<file path="src/rtl/player_pkg.sv">
// player_pkg: shared types and default constants for the player movement engine.
package player_pkg;
  localparam int POS_W = 10;
  localparam int X_MIN = 4;
  localparam int X_MAX = 639;
  localparam logic [7:0] KEY_LEFT   = 8'h04;
  localparam logic [7:0] KEY_RIGHT  = 8'h07;
  localparam logic [7:0] KEY_CROUCH = 8'h16;
  localparam logic [7:0] KEY_JUMP   = 8'h1A;
  typedef enum logic [1:0] {STAND = 2'd0, CROUCH = 2'd1, RISE = 2'd2, FALL = 2'd3} mstate_t;
endpackage

</file>
<file path="src/rtl/player_motion_ctrl_key_match.sv">
// key_match: reports whether a key code is present in any keycode slot; 8'h00 marks an empty slot.
module key_match #(
  parameter int NUM_KEYS = 4
) (
  input  logic [NUM_KEYS*8-1:0] keycodes_i,
  input  logic [7:0]            key_i,
  output logic                  held_o
);
  always_comb begin
    held_o = 1'b0;
    for (int k = 0; k < NUM_KEYS; k++) held_o = held_o | (key_i != 8'h00 && keycodes_i[8*k +: 8] == key_i);
  end
endmodule

</file>
<file path="src/rtl/player_motion_ctrl.sv">
// player_motion_ctrl: per-player walk/jump/crouch engine with gravity, screen clamp and opponent blocking.
module player_motion_ctrl #(
  parameter int         NUM_KEYS   = 4,
  parameter int         POS_W      = player_pkg::POS_W,
  parameter int         X_INIT     = 40,
  parameter int         Y_GROUND   = 220,
  parameter int         WIDTH      = 120,
  parameter int         HEIGHT     = 180,
  parameter int         OPP_WIDTH  = 140,
  parameter int         OPP_HEIGHT = 240,
  parameter int         X_MIN      = player_pkg::X_MIN,
  parameter int         X_MAX      = player_pkg::X_MAX,
  parameter int         WALK_STEP  = 2,
  parameter int         JUMP_V0    = 12,
  parameter int         GRAVITY    = 1,
  parameter logic [7:0] KEY_LEFT   = player_pkg::KEY_LEFT,
  parameter logic [7:0] KEY_RIGHT  = player_pkg::KEY_RIGHT,
  parameter logic [7:0] KEY_CROUCH = player_pkg::KEY_CROUCH,
  parameter logic [7:0] KEY_JUMP   = player_pkg::KEY_JUMP
) (
  input  logic                  frame_clk,
  input  logic                  Reset,
  input  logic                  enable,
  input  logic [NUM_KEYS*8-1:0] keycodes,
  input  logic [POS_W-1:0]      opp_x,
  input  logic [POS_W-1:0]      opp_y,
  output logic [POS_W-1:0]      pos_x,
  output logic [POS_W-1:0]      pos_y,
  output logic [1:0]            mstate,
  output logic                  facing_right,
  output logic                  airborne
);
  import player_pkg::*;
  localparam int CW = POS_W + 2;
  typedef logic signed [CW-1:0] sw_t;
  localparam sw_t LO   = sw_t'(X_MIN);
  localparam sw_t HI   = sw_t'(X_MAX - WIDTH);
  localparam sw_t W_S  = sw_t'(WIDTH);
  localparam sw_t H_S  = sw_t'(HEIGHT);
  localparam sw_t OW_S = sw_t'(OPP_WIDTH);
  localparam sw_t OH_S = sw_t'(OPP_HEIGHT);
  localparam sw_t V0_S = sw_t'(JUMP_V0);
  localparam sw_t G_S  = sw_t'(GRAVITY);
  localparam sw_t ST_S = sw_t'(WALK_STEP);
  localparam sw_t YG_S = sw_t'(Y_GROUND);

  logic left, right, crouch, jump;
  key_match #(.NUM_KEYS(NUM_KEYS)) u_left   (.keycodes_i(keycodes), .key_i(KEY_LEFT),   .held_o(left));
  key_match #(.NUM_KEYS(NUM_KEYS)) u_right  (.keycodes_i(keycodes), .key_i(KEY_RIGHT),  .held_o(right));
  key_match #(.NUM_KEYS(NUM_KEYS)) u_crouch (.keycodes_i(keycodes), .key_i(KEY_CROUCH), .held_o(crouch));
  key_match #(.NUM_KEYS(NUM_KEYS)) u_jump   (.keycodes_i(keycodes), .key_i(KEY_JUMP),   .held_o(jump));

  mstate_t          state_q, state_d;
  logic [POS_W-1:0] pos_x_q, pos_x_d, pos_y_q, pos_y_d;
  sw_t              vy_q, vy_d, vx_q, vx_d;
  logic             face_q, face_d, armed_q, armed_d;

  logic air, v_ovl, blk_r, blk_l;
  sw_t  px, py, ox, oy, vx_key, vx, cand0, cand1, cand, vy_dec, vy_inc, y_up, y_dn;

  assign air    = state_q == RISE || state_q == FALL;
  assign px     = sw_t'({2'b00, pos_x_q});
  assign py     = sw_t'({2'b00, pos_y_q});
  assign ox     = sw_t'({2'b00, opp_x});
  assign oy     = sw_t'({2'b00, opp_y});
  assign vx_key = (right && !left) ? ST_S : (left && !right) ? -ST_S : '0;
  assign vx     = air ? vx_q : state_q == CROUCH ? '0 : vx_key;

  // Opponent blocking only stops a player that starts clear of the opponent, so overlapping boxes can separate.
  assign cand0  = px + vx;
  assign v_ovl  = py < oy + OH_S && oy < py + H_S;
  assign blk_r  = v_ovl && vx > 0 && px + W_S <= ox && cand0 + W_S > ox;
  assign blk_l  = v_ovl && vx < 0 && px >= ox + OW_S && cand0 < ox + OW_S;
  assign cand1  = blk_r ? ox - W_S : blk_l ? ox + OW_S : cand0;
  assign cand   = cand1 < LO ? LO : cand1 > HI ? HI : cand1;
  assign pos_x_d = POS_W'(cand);
  assign face_d  = air ? face_q : px < ox ? 1'b1 : px > ox ? 1'b0 : face_q;

  assign vy_dec = vy_q - G_S;
  assign vy_inc = vy_q + G_S > V0_S ? V0_S : vy_q + G_S;
  assign y_up   = py - vy_q;
  assign y_dn   = py + vy_inc;

  always_comb begin
    state_d = state_q;
    pos_y_d = pos_y_q;
    vy_d    = vy_q;
    vx_d    = vx_q;
    armed_d = armed_q | ~jump;
    case (state_q)
      STAND:
        if (jump && armed_q && !crouch) begin
          state_d = RISE;
          vy_d    = V0_S;
          vx_d    = vx_key;
          armed_d = 1'b0;
        end else if (crouch) state_d = CROUCH;
      CROUCH: if (!crouch) state_d = STAND;
      RISE: begin
        pos_y_d = y_up < 0 ? '0 : POS_W'(y_up);
        vy_d    = vy_dec > 0 ? vy_dec : '0;
        if (vy_dec <= 0) state_d = FALL;
      end
      FALL:
        if (y_dn >= YG_S) begin
          pos_y_d = POS_W'(Y_GROUND);
          vy_d    = '0;
          state_d = crouch ? CROUCH : STAND;
        end else begin
          pos_y_d = POS_W'(y_dn);
          vy_d    = vy_inc;
        end
    endcase
  end

  always_ff @(posedge frame_clk or negedge Reset) begin
    if (!Reset) begin
      state_q <= STAND;
      pos_x_q <= POS_W'(X_INIT);
      pos_y_q <= POS_W'(Y_GROUND);
      vy_q    <= '0;
      vx_q    <= '0;
      face_q  <= 1'b1;
      armed_q <= 1'b1;
    end else if (enable) begin
      state_q <= state_d;
      pos_x_q <= pos_x_d;
      pos_y_q <= pos_y_d;
      vy_q    <= vy_d;
      vx_q    <= vx_d;
      face_q  <= face_d;
      armed_q <= armed_d;
    end
  end

  assign pos_x        = pos_x_q;
  assign pos_y        = pos_y_q;
  assign mstate       = state_q;
  assign facing_right = face_q;
  assign airborne     = air;
endmodule

</file>
<file path="config.mk">
export PLATFORM = sky130hd
export DESIGN_NAME = player_motion_ctrl
export DESIGN_NICKNAME = d
export VERILOG_FILES = /design/src/rtl/player_pkg.sv /design/src/rtl/player_motion_ctrl_key_match.sv /design/src/rtl/player_motion_ctrl.sv
export SDC_FILE = /design/constraint.sdc
export NUM_CORES = 1
export LEC_CHECK = 0
export BUFFER_PORTS_ARGS = -buffer_cell sky130_fd_sc_hd__clkbuf_2
export CORE_ASPECT_RATIO = 1.2
export CORE_MARGIN = 2
export CORE_UTILIZATION = 45
export CTS_BUF_LIST = sky130_fd_sc_hd__clkbuf_4 sky130_fd_sc_hd__clkbuf_8
export DETAILED_ROUTE_END_ITERATION = 8
export GPL_ROUTABILITY_DRIVEN = 1
export PLACE_DENSITY = 0.63
export SETUP_SLACK_MARGIN = 0.15
export SLEW_MARGIN = 20
export SYNTH_ARGS = -nofsm -noshare
export SYNTH_HDL_FRONTEND = slang
export SYNTH_SLANG_ARGS = --single-unit
</file>
<file path="constraint.sdc">
create_clock -name frame_clk -period 6.75 [get_ports frame_clk]
set_input_delay 1.0125 -clock frame_clk [delete_from_list [all_inputs] [get_ports frame_clk]]
set_output_delay 1.0125 -clock frame_clk [all_outputs]
set_load 0.03 [all_outputs]
</file>
# Yosys cells after proc, flatten, opt, wreduce, memory -nomap -nowiden
# Index checks and enable logic that the tools add are counted.
# totals
register_bits	48
in_bits	55
out_inout_bits	24
word_cells	125
# classes
add_sub_neg	11
magnitude_cmp	17
eq_ne	24
muxes	27
bitwise	15
reduce_logical	24
# op_table
op	n
2-to-1 mux 12 bit	10
== test 8 x 3 -> 1 bit (second input constant)	8
== test 8 x 5 -> 1 bit (second input constant)	8
2-to-1 mux 10 bit	4
one-hot mux 12 bit (3 select lines)	1
adder 10 x 8 -> 11 bit (second input constant)	3
adder 11 x 12 -> 12 bit	2
> comparator 12 x 1 -> 1 bit (second input constant)	2
less-than comparator 12 x 1 -> 1 bit (second input constant)	2
less-than comparator 10 x 11 -> 1 bit	2
one-hot mux 10 bit (2 select lines)	1
bitwise OR 1 bit	13
adder 12 x 2 -> 12 bit (second input constant)	1
adder 12 x 8 -> 12 bit (second input constant)	1
>= comparator 11 x 12 -> 1 bit	1
>= comparator 12 x 9 -> 1 bit (second input constant)	1
> comparator 12 x 11 -> 1 bit	1
> comparator 12 x 11 -> 1 bit (second input constant)	1
> comparator 12 x 5 -> 1 bit (second input constant)	1
<= comparator 12 x 1 -> 1 bit (second input constant)	1
less-than comparator 12 bit	1
less-than comparator 12 x 4 -> 1 bit (second input constant)	1
subtractor 11 x 12 -> 12 bit	1
subtractor 12 x 2 -> 12 bit (second input constant)	1
other kinds (23)	50

# Longest topological paths before layout
# logic_depth
word_depth	19
depth_mapped	31

# Hierarchy
# From an unflattened synthesis, not the netlist that was laid out.
# unflattened
hier_cells	1023
hier_area_um2	8072.7
# by_module_without_submodules
module	n_inst	cells_each	area_per_inst_um2	seq_area_each_um2
player_motion_ctrl	1	799	6311.1	962.2
key_match	4	56	440.4	0.0

# Worst setup path after synthesis
# Ideal clock, no wire load.
# synth_timing
path_kind	input port to flip-flop
startpoint	input keycodes[13]
endpoint	register pos_x_q[8], in the netlist pos_x[8]
setup_time_ps	133
arrival_time_ps	6540
t_required_ps	6617
path_slack_ps	78
stages	29
path_buffers	2
path_cell_list	nor3_1 -> nand2_1 -> or3_1 -> o31ai_1 -> a211o_1 -> ha_1 -> nor3b_2 -> or2_1 -> buf_4 -> ha_1 -> a211oi_1 -> nor2_1 -> xnor2_1 -> ha_1 -> or3b_2 -> nand3_1 -> xnor2_1 -> ha_1 -> and4_1 -> nand3_1 -> o221ai_1 -> a21oi_1 -> a2111oi_1 -> or4_4 -> or3_4 -> and2_4 -> buf_6 -> a2bb2oi_1 -> o22ai_1
# synth_between
elab_chain_cells	19
word_cells_on_any_way	34
cone_classes	add/sub (2); order compare (6); eq/ne (2); mux (8); bitwise (6); reduce/logical (10)
# synth_rtl
item	line_no	source
start: declaration	player_motion_ctrl.sv:24	input logic [NUM_KEYS*8-1:0] keycodes,
== test 8 x 3 -> 1 bit	player_motion_ctrl_key_match.sv:11	for (int k = 0; k < NUM_KEYS; k++) held_o = held_o | (key_i != 8'h00 && keycodes_i[8*k +: 8] == key_i);
bitwise OR 1 bit (3 in a row)	player_motion_ctrl_key_match.sv:11	
logical NOT 1 bit	player_motion_ctrl.sv:66	assign vx_key = (right && !left) ? ST_S : (left && !right) ? -ST_S : '0;
logical AND 1 bit	player_motion_ctrl.sv:66	
2-to-1 mux 12 bit	player_motion_ctrl.sv:66	
2-to-1 mux 12 bit *	player_motion_ctrl.sv:66	
named net vx_key[10]	player_motion_ctrl.sv:59	sw_t px, py, ox, oy, vx_key, vx, cand0, cand1, cand, vy_dec, vy_inc, y_up, y_dn;
2-to-1 mux 12 bit * (2 in a row)	player_motion_ctrl.sv:67	assign vx = air ? vx_q : state_q == CROUCH ? '0 : vx_key;
branches (longest 5 deep; another with adder 11 x 12 -> 12 bit)	-	
2-to-1 mux 12 bit *	player_motion_ctrl.sv:74	assign cand1 = blk_r ? ox - W_S : blk_l ? ox + OW_S : cand0;
> comparator 12 x 11 -> 1 bit	player_motion_ctrl.sv:75	assign cand = cand1 < LO ? LO : cand1 > HI ? HI : cand1;
2-to-1 mux 10 bit	player_motion_ctrl.sv:75	
2-to-1 mux 10 bit *	player_motion_ctrl.sv:75	
end signal: assignment	player_motion_ctrl.sv:119	pos_x_q <= POS_W'(X_INIT);
end signal: assignment	player_motion_ctrl.sv:127	pos_x_q <= pos_x_d;
end: declaration	player_motion_ctrl.sv:54	logic [POS_W-1:0] pos_x_q, pos_x_d, pos_y_q, pos_y_d;
# Mark *: on every way through the listed nets, which the timed path passes.
# A chain may end at the register's enable or synchronous reset.

# Worst setup path in the final report
# layout_timing
startpoint	input keycodes[11]
endpoint	register pos_x_q[9], in the netlist pos_x[9]
# layout_between
elab_chain_cells	19
word_cells_on_any_way	34
cone_classes	add/sub (2); order compare (6); eq/ne (2); mux (8); bitwise (6); reduce/logical (10)
# layout_rtl
item	line_no
== test 8 x 3 -> 1 bit	player_motion_ctrl_key_match.sv:11
bitwise OR 1 bit (3 in a row)	player_motion_ctrl_key_match.sv:11
logical NOT 1 bit	player_motion_ctrl.sv:66
logical AND 1 bit	player_motion_ctrl.sv:66
2-to-1 mux 12 bit	player_motion_ctrl.sv:66
2-to-1 mux 12 bit *	player_motion_ctrl.sv:66
2-to-1 mux 12 bit * (2 in a row)	player_motion_ctrl.sv:67
branches (longest 5 deep; another with adder 11 x 12 -> 12 bit)	-
2-to-1 mux 12 bit *	player_motion_ctrl.sv:74
> comparator 12 x 11 -> 1 bit	player_motion_ctrl.sv:75
2-to-1 mux 10 bit	player_motion_ctrl.sv:75
2-to-1 mux 10 bit *	player_motion_ctrl.sv:75
# Mark *: on every way between the ends.

==> results.md <==
- Status: finished clean
- Final Hold Vio Count: 0
- CP max stage delay: 0.47 ns
- Detail Route met2 WL: 10.16 mm
- Via count: 6739
- CTS Sinks: 38
- Design Area, Final: 7824 sq um
- Largest net degree at the start of global routing: 39
- Vias in the first global route: 6529
- DRC Markers: 0
- Mapped Area: 6675 sq um
- Syn Nets: 1016
- Leak: 3.556 nW
- Ys flop type: dfrtp_1
- Slowest CP cell: or4_4
- Die ar.: 15830 sq um
- Starting Density: 46.12%
- Final Critical Period: 6.416 ns
- Worst Hold Slack: 0.5283 ns
- Crit path max fanout: 5
- Drt via density: 5.835
- Clock transition at path regs: 0.08 ns
- Max H-tree Level: 2
- Synth unique cells: 88
- Number of cells produced by synthesis: 855
- Overall routing resource usage: 25.54%
- Synth area leader: ha_1
- PortBufs: 78
- Max Slew Vio Count: 0
- Core ar.: 14470 sq um
- Data arrival, critical path: 6.59 ns
- Routed Antenna Nets: 0
- DPL Wire Length: 15.96 mm
- Routability congestion estimate: 0.9780
- First-pass GRT wire length: 32.33 mm
- Ratio of cells with drive above 1 in the final layout: 20.42%
- Layout Nets: 1115
- Dpl ws: -0.1818 ns
- Sequential share of the synthesized area: 14.41%
- Global route total overflow: 0
- Initial antenna violation count: 0
- Clock latency on the worst-skew pair: 0.31 ns
- TritonCTS clock tree: yes
- Ports: 79
- Clock Tree Buf Depth: 2
- CP Launch Type: input pin
- Fmax achieved: 0.1559 GHz
- Worst vdd ir: 0.1964 mV
- First-pass DRT Iterations: 5
- Fin util: 54.05%
- WL final: 19.84 mm
- Area fraction in compound gates after synthesis: 24.87%
- Std cell rows: 48
- Clock skew: 0.01175 ns
- Commonest cells post-synth: 103 x ha_1, 64 x inv_1, 61 x nand2_1
- Max cap viols: 0
- Iter 0 DRT Violations: 600
- Post-synth EDFFs: 0
- Worst EP required: 6.92 ns
- Synth Register Bits: 38
- Die Span Y: 137.4 um
- Die W: 115.2 um
- Largest cells by area after synthesis: ha_1 19%, dfrtp_1 11%, xnor2_1 7.3%, a21oi_1 3.6%, inv_1 3.6%
- Total CTS buffers: 5
- Root buffer cell: clkbuf_8
- Setup Crit Path Kind: input pin to flip-flop
- Fin crit share: 95.05%
- Synth Area in Simple Gates: 23.36%
- Final Setup Violations: 0
- Setup tns final: 0 ns
- # diodes: 0
- Area share of fa/ha/maj cells after synthesis: 20.21%
- Transition time of the tightest slew-check pin: 0.9810 ns
- Top Family by Delay on Critical Path: simple AND/OR/NAND/NOR gates
- Post-DP Area: 7461 sq um
- Worst Path Buf+Inv: 3
- Post-Syn Area per Cell: 7.807 sq um
- Pwr per Cell Area: 333.2 nW/um^2
- CP endpoint kind: flip-flop
- Wl on met1: 8.296 mm
- Worst hold path type: flip-flop to flip-flop
- Ys async rst share: 100.0%
- Met3 routed WL: 712 um
- Post-synthesis mux area share: 0.9747%
- Unrepaired setup endpoints after global routing: yes
- Largest family of logic cells by synthesized area: compound AO/OA/AOI/OAI gates
- Yosys warnings: 0
- Most numerous cell in the Yosys netlist: ha_1
- Wirelength per Cell: 17.18 um
- Highest Signal Layer: met4
- Growth of design area from synthesis to finish: 17.21%
- Xor/xnor share of the synthesized area: 9.972%
- Hold-fix buffers, CTS: 0
- Setup ws final: 0.3344 ns
- Yosys top cell area share: 19.31%
- Max_slew headroom: 34.13%
-- layer usage --
metal  vias to the layer above  track usage [%]
met2                       181            47.61
li1                       3338                -
met1                      3175            30.24
met4                         0            9.438
met5                         -                0
met3                        45            2.156
-- kinds of logic (layout without fill, tap and decap cells) --
| logic type | after synthesis | in the layout |
|---|---|---|
| and+or+nand+nor | 290 | 290 |
| AOI/OAI and AO/OA | 240 | 240 |
| adders and majority gates | 106 | 106 |
| buffers and inverters | 99 | 199 |
| xor gates and xnor gates | 76 | 76 |
| DFF | 38 | 38 |
| muxes | 6 | 6 |
-- placed cells by master, fill, tap and decap left out, types with 8 or more instances in the layout --
cell      count
a21o_1       11
a21oi_1      47
a31oi_1      12
and3_1       16
buf_4        45
clkbuf_2     77
dfrtp_1      29
dfstp_2       9
ha_1        101
inv_1        64
nand2_1      61
nand2b_1     22
nand3_1      27
nand4_1      10
nor2_1       54
nor2b_1      17
nor3_1       21
o211ai_1      8
o21a_1        8
o21ai_0      45
o22ai_1      11
o31ai_1      10
xnor2_1      56
xor2_1       18
-- flip-flops by register name (all words and copies together) (netlist names) --
name,cells
vx_q,2
vy_q,12
mstate,2
pos_y,10
facing_right,1
pos_x,10
armed_q,1
-- power breakdown --
group          internal, W  total [W]  switching, W
clock             0.000110   0.000202     0.0000924
combinational     0.000840    0.00192       0.00108
sequential        0.000302   0.000487      0.000185
-- final timing paths --
| kind | startpoint | endpoint | slack [ns] | depth (start not counted) |
|---|---|---|---|---|
| min reg2reg | vx_q[1]$_DFFE_PN0P_ | vx_q[1]$_DFFE_PN0P_ | 0.53 | 1 |
| min in group asynchronous | Reset | pos_y[0]$_DFFE_PN0P_ | 0.83 | 1 |
| max | keycodes[11] | pos_x[9]$_DFFE_PN0P_ | 0.33 | 29 |
| min | vx_q[1]$_DFFE_PN0P_ | vx_q[1]$_DFFE_PN0P_ | 0.53 | 1 |
| max reg2reg | mstate[1]$_DFFE_PN0P_ | pos_x[9]$_DFFE_PN0P_ | 1.25 | 21 |
| max in group asynchronous | Reset | vx_q[1]$_DFFE_PN0P_ | 5.36 | 1 |
-- through the flow --
step	instances	total power, W
after floorplan	855	0.001770
after global placement	1141	0.002293
after detailed placement	1141	0.002304
after CTS	1149	0.002519
after global routing	1155	0.002848
final	1155	0.002607
-- timing repair --
action | in CTS | in global routing
pin swaps | 0 | 15
setup endpoints to repair | 3 | 10
resized for setup | 1 | 38
setup buffers | 0 | 5
cloned | 0 | 1
endpoints found under the hold margin | 0 | 0
-- area by class of cell --
cell class | instances | area (sq um)
multi-input cells | 718 | 5504
repair buffers | 124 | 739.5
inverters | 67 | 254.0
flip-flops and latches | 38 | 962.2
fillers | 1440 | 6650
well taps | 200 | 250.2
clock buffers | 5 | 68.82
clock inverters | 3 | 45.04
Note: power is estimated with default switching activity, not from simulation.
